[src/rtl/case_sel_sequencer.sv]
// case_sel_sequencer - holds select codes for len+1 beats toward the case decoder
// One active command plus a one-entry pending buffer so commands issue back-to-back.
module case_sel_sequencer #(
    parameter int SEL_W = 4,
    parameter int CNT_W = 8
) (
    input  logic             clk,
    input  logic             rst_n,
    input  logic             in_valid,
    output logic             in_ready,
    input  logic [SEL_W-1:0] in_sel,
    input  logic [CNT_W-1:0] in_len,
    input  logic             abort,
    output logic             out_valid,
    input  logic             out_ready,
    output logic [SEL_W-1:0] sel_o,
    output logic             last_o,
    output logic             busy
);

    typedef enum logic {
        IDLE   = 1'b0,
        ACTIVE = 1'b1
    } state_t;

    state_t           state, state_nx;
    logic [SEL_W-1:0] cur_sel, cur_sel_nx;
    logic [CNT_W-1:0] remaining, remaining_nx;
    logic             pend_valid, pend_valid_nx;
    logic [SEL_W-1:0] pend_sel, pend_sel_nx;
    logic [CNT_W-1:0] pend_len, pend_len_nx;
    logic             accept;
    logic             beat;

    // in_ready comes straight from a flop, so out_ready never reaches it combinationally.
    assign in_ready = !pend_valid;
    assign accept   = in_valid & in_ready;
    assign beat     = (state == ACTIVE) & out_ready;

    always_ff @(posedge clk or negedge rst_n) begin
        if (!rst_n) begin
            state      <= IDLE;
            cur_sel    <= '0;
            remaining  <= '0;
            pend_valid <= 1'b0;
            pend_sel   <= '0;
            pend_len   <= '0;
        end else begin
            state      <= state_nx;
            cur_sel    <= cur_sel_nx;
            remaining  <= remaining_nx;
            pend_valid <= pend_valid_nx;
            pend_sel   <= pend_sel_nx;
            pend_len   <= pend_len_nx;
        end
    end

    always_comb begin
        state_nx      = state;
        cur_sel_nx    = cur_sel;
        remaining_nx  = remaining;
        pend_valid_nx = pend_valid;
        pend_sel_nx   = pend_sel;
        pend_len_nx   = pend_len;

        out_valid = 1'b0;
        sel_o     = '0;
        last_o    = 1'b0;
        busy      = pend_valid;

        case (state)
            IDLE: begin
                if (accept) begin
                    cur_sel_nx   = in_sel;
                    remaining_nx = in_len;
                    state_nx     = ACTIVE;
                end
            end
            ACTIVE: begin
                out_valid = 1'b1;
                sel_o     = cur_sel;
                last_o    = (remaining == '0);
                busy      = 1'b1;
                if (beat && remaining != '0) begin
                    remaining_nx = remaining - 1'b1;
                    if (accept) begin
                        pend_valid_nx = 1'b1;
                        pend_sel_nx   = in_sel;
                        pend_len_nx   = in_len;
                    end
                end else if (beat && pend_valid) begin
                    // accept is impossible here since in_ready is low while pending
                    cur_sel_nx    = pend_sel;
                    remaining_nx  = pend_len;
                    pend_valid_nx = 1'b0;
                end else if (beat && accept) begin
                    cur_sel_nx   = in_sel;
                    remaining_nx = in_len;
                end else if (beat) begin
                    state_nx = IDLE;
                end else if (accept) begin
                    pend_valid_nx = 1'b1;
                    pend_sel_nx   = in_sel;
                    pend_len_nx   = in_len;
                end
            end
            default: state_nx = IDLE;
        endcase

        // Flush wins over every other event, including a same-cycle accept.
        if (abort) begin
            state_nx      = IDLE;
            pend_valid_nx = 1'b0;
        end
    end

endmodule
[config.mk]
export PLATFORM = sky130hd
export DESIGN_NAME = case_sel_sequencer
export DESIGN_NICKNAME = d
export VERILOG_FILES = /design/src/rtl/case_sel_sequencer.sv
export SDC_FILE = /design/constraint.sdc
export NUM_CORES = 1
export LEC_CHECK = 0
export BUFFER_PORTS_ARGS = -buffer_cell sky130_fd_sc_hd__buf_2
export CELL_PAD_IN_SITES_DETAIL_PLACEMENT = 0
export CELL_PAD_IN_SITES_GLOBAL_PLACEMENT = 1
export CORE_AREA = 2 2 66 68
export CTS_CLUSTER_DIAMETER = 200
export DETAILED_ROUTE_END_ITERATION = 8
export DIE_AREA = 0 0 68 70
export PLACE_DENSITY = 0.75
export SETUP_SLACK_MARGIN = 0.3
export SLEW_MARGIN = 20
export SYNTH_ARGS = -nofsm -noshare
export SYNTH_HDL_FRONTEND = slang
export SYNTH_SLANG_ARGS = --single-unit
[constraint.sdc]
create_clock -name clk -period 2.05 [get_ports clk]
set_input_delay 0.3075 -clock clk [delete_from_list [all_inputs] [get_ports clk]]
set_output_delay 0.3075 -clock clk [all_outputs]
set_load 0.02 [all_outputs]
==> results.py <==
metrics = {
    "cells_and_area": {
        "instances_no_fill": 243,
        "fin_util": 0.5172,
        "nets": 211,
        "seq_area_sq_um": 653.1,
        "layout-drive-gt1-share": 0.5654,
        "synthToLayoutAreaGrowth_pct": 40.07,
        "fillCellCount": 369,
        "diodes": 0,
        "multiInputGateArea_sq_um": 983.4,
    },
    "synthesis": {
        "synth.area.mux_share": 0.1791,
        "syn_nets": 161,
        "yosys.area_share.simple": 0.1333,
        "syn-cell-area_sq_um": 1530,
        "synth_cell_types": 38,
        "synthTopCellsByArea": "dfrtp_1, mux2_4, mux2_2, a21oi_1, o21ai_0",
        "synth_compound_area_frac": 0.1848,
        "synth_xor_area_frac": 0.01717,
        "ys.flop_type": "dfrtp_1",
        "yosys-top-cells-count": "dfrtp_1, a21oi_1, mux2_2, nand2_1, mux2_4",
        "yosysSeqAreaShare": 0.4252,
        "ys_ff_latch": 26,
        "synth_top_area_cell": "dfrtp_1",
        "postSynthCellCount": 142,
        "async_flop_share": 1.000,
        "synth-edff-count": 0,
        "yosysWarnings": 0,
        "synth.top_cell.area_share": 0.4252,
        "avgSynthCellArea_sq_um": 10.78,
        "synth_top_family_by_area": "compound AO/OA/AOI/OAI gates",
        "synth-adder-area-share": 0.01635,
        "post-synth-top-count-cell": "dfrtp_1",
    },
    "global_routing": {
        "track_usage": 0.1726,
        "overflow": 0,
        "antenna_found_initial": 0,
        "grt_pass1_wl_microns": 6334,
        "grt_pass1_vias": 1287,
        "grt_max_degree": 27,
    },
    "sta": {
        "hold_violations": 0,
        "slew_viol_final": 0,
        "max_freq_mhz": 492.9,
        "holdWs_ps": 25.88,
        "fin_crit_ps": 2029,
        "worst_slack_ps": 21.30,
        "period_share": 0.9896,
        "relSlewSlack": 0.5973,
        "rsz0062_at_grt": "yes",
        "setup_viol": 0,
        "worstMarginPinSlew_ps": 604.0,
        "clock_skew_ps": 5.405,
    },
    "floorplan": {
        "start_util": 0.3693,
        "die_w_microns": 68,
        "core_region_area_sq_um": 4144,
        "die-area_sq_um": 4760,
        "ios": 25,
        "row_count": 24,
        "die_h_microns": 70,
    },
    "critical_path": {
        "critical_path_class": "register to register",
        "crit_path_start_kind": "register",
        "cp.required_ps": 2220,
        "crit_path_end_kind": "register",
        "crit_fanout": 4,
        "cp_slowest_stage_delay_ps": 590,
        "slowest_stage": "or4_4",
        "cp_top_family": "simple AND/OR/NAND/NOR gates",
        "path_buf_inv": 0,
        "crit_path_cell_trace": "or4_4 > nor3_4 > nand2_2 > a21oi_4 > mux2_2",
        "critPathArrivalTime_ps": 2190,
    },
    "detailed_routing": {
        "ant_nets": 0,
        "drt_iter0_drc": 60,
        "wl_per_cell_microns": 17.37,
        "drc": 0,
        "viasPerCell": 5.527,
        "vias": 1343,
        "drt_pass1_iterations": 5,
        "wirelength_microns": 4220,
    },
    "placement": {
        "gp_congestion": 0.8780,
        "hpwl_microns": 2683,
        "place_ws_ps": -62.12,
        "dpl.cell_count": 226,
        "portBuffers": 24,
    },
    "power_and_ir_drop": {
        "power_mw": 1.656,
        "power_density_nw_per_um2": 772.5,
        "ir_worst_vdd_uv": 358.2,
        "p_leak_nw": 0.9578,
    },
    "cts": {
        "htreeDepth": 1,
        "hold_buffers": 0,
        "clock_latency_ps": 280,
        "cts_sinks": 26,
        "cts_tree": "yes",
        "cts_buffers": 3,
        "cts_root_buffer": "clkbuf_8",
        "path_clk_slew_ps": 90,
        "cts_buffer_depth": 2,
    },
    "job": {
        "maxCapViolCount": 0,
    },
    "outcome": {
        "outcome": "completed",
    },
    "worst_hold_path": {
        "hold_path.class": "input port to async pin",
    },
}
==> through the flow <==
stage / cell area [sq um] / setup TNS, ps
after floorplan: 1548 / -96.56
after global placement: 1797 / 0
after detailed placement: 1797 / -62.12
after CTS: 1971 / 0
after global routing: 2143 / -136.1
final: 2143 / 0
==> power breakdown <==
part	switching, mW	internal, mW
sequential	0.0927	0.628
combinational	0.281	0.314
clock	0.168	0.172
total	0.541	1.11
==> worst paths after layout <==
kind | from | to | slack [ps] | cells past startpoint
setup / recovery | remaining[3] | cur_sel[3] | 20 | 5
hold / removal | rst_n | pend_len[6] | 30 | 1
setup reg to reg | remaining[3] | cur_sel[3] | 20 | 5
hold reg to reg | cur_sel[1] | cur_sel[1] | 510 | 1
max in group asynchronous | rst_n | remaining[0] | 1600 | 1
min in group clk | abort | state | 200 | 2
==> kinds of logic (layout without fill, tap and decap cells) <==
family / after synthesis / count (layout)
buffers and inverters: 12 / 61
XOR/XNOR: 3 / 3
multiplexers: 21 / 21
AND/OR/NAND/NOR: 38 / 38
adder cells (fa/ha/maj): 2 / 2
flip-flops: 26 / 26
AO/OA/AOI/OAI: 40 / 40
==> per-layer routing <==
layer  wire length [microns]  track usage
met1                    1859       0.2451
met2                    2104       0.2708
met3                     182      0.03221
met4                      73      0.03778
met5                       0            0
==> flip-flops by register name, indices dropped and copies added, names as in the netlist <==
name        cells
cur_sel         4
pend_len        8
pend_sel        4
pend_valid      1
remaining       8
state           1
==> layout make-up <==
cell class / count / area share
clock buffers: 4 / 0.02569
inverters: 5 / 0.01109
multi-input cells: 104 / 0.4588
flip-flops and latches: 26 / 0.3047
well taps: 52 / 0.03036
repair buffers: 52 / 0.1693
==> repair_timing <==
action,4_1_cts,5_1_grt
setup buffers,4,9
endpoints found under the hold margin,0,0
cloned,0,0
endpoints found under the setup margin,25,27
gates resized for setup,20,27
pin swaps,9,8
==> cells in the final DEF (no fill, tap or decap), types with 3 or more instances in the layout <==
cell / instances
a211o_1: 3
a21oi_1: 10
a2bb2oi_2: 3
and2_1: 4
buf_2: 23
buf_4: 21
buf_6: 8
clkbuf_8: 4
dfrtp_1: 24
inv_1: 3
mux2_2: 7
mux2_4: 14
nand2_1: 10
nor2_1: 7
o21ai_0: 3
o21ai_1: 4
Note: power is estimated with default switching activity, not from simulation.
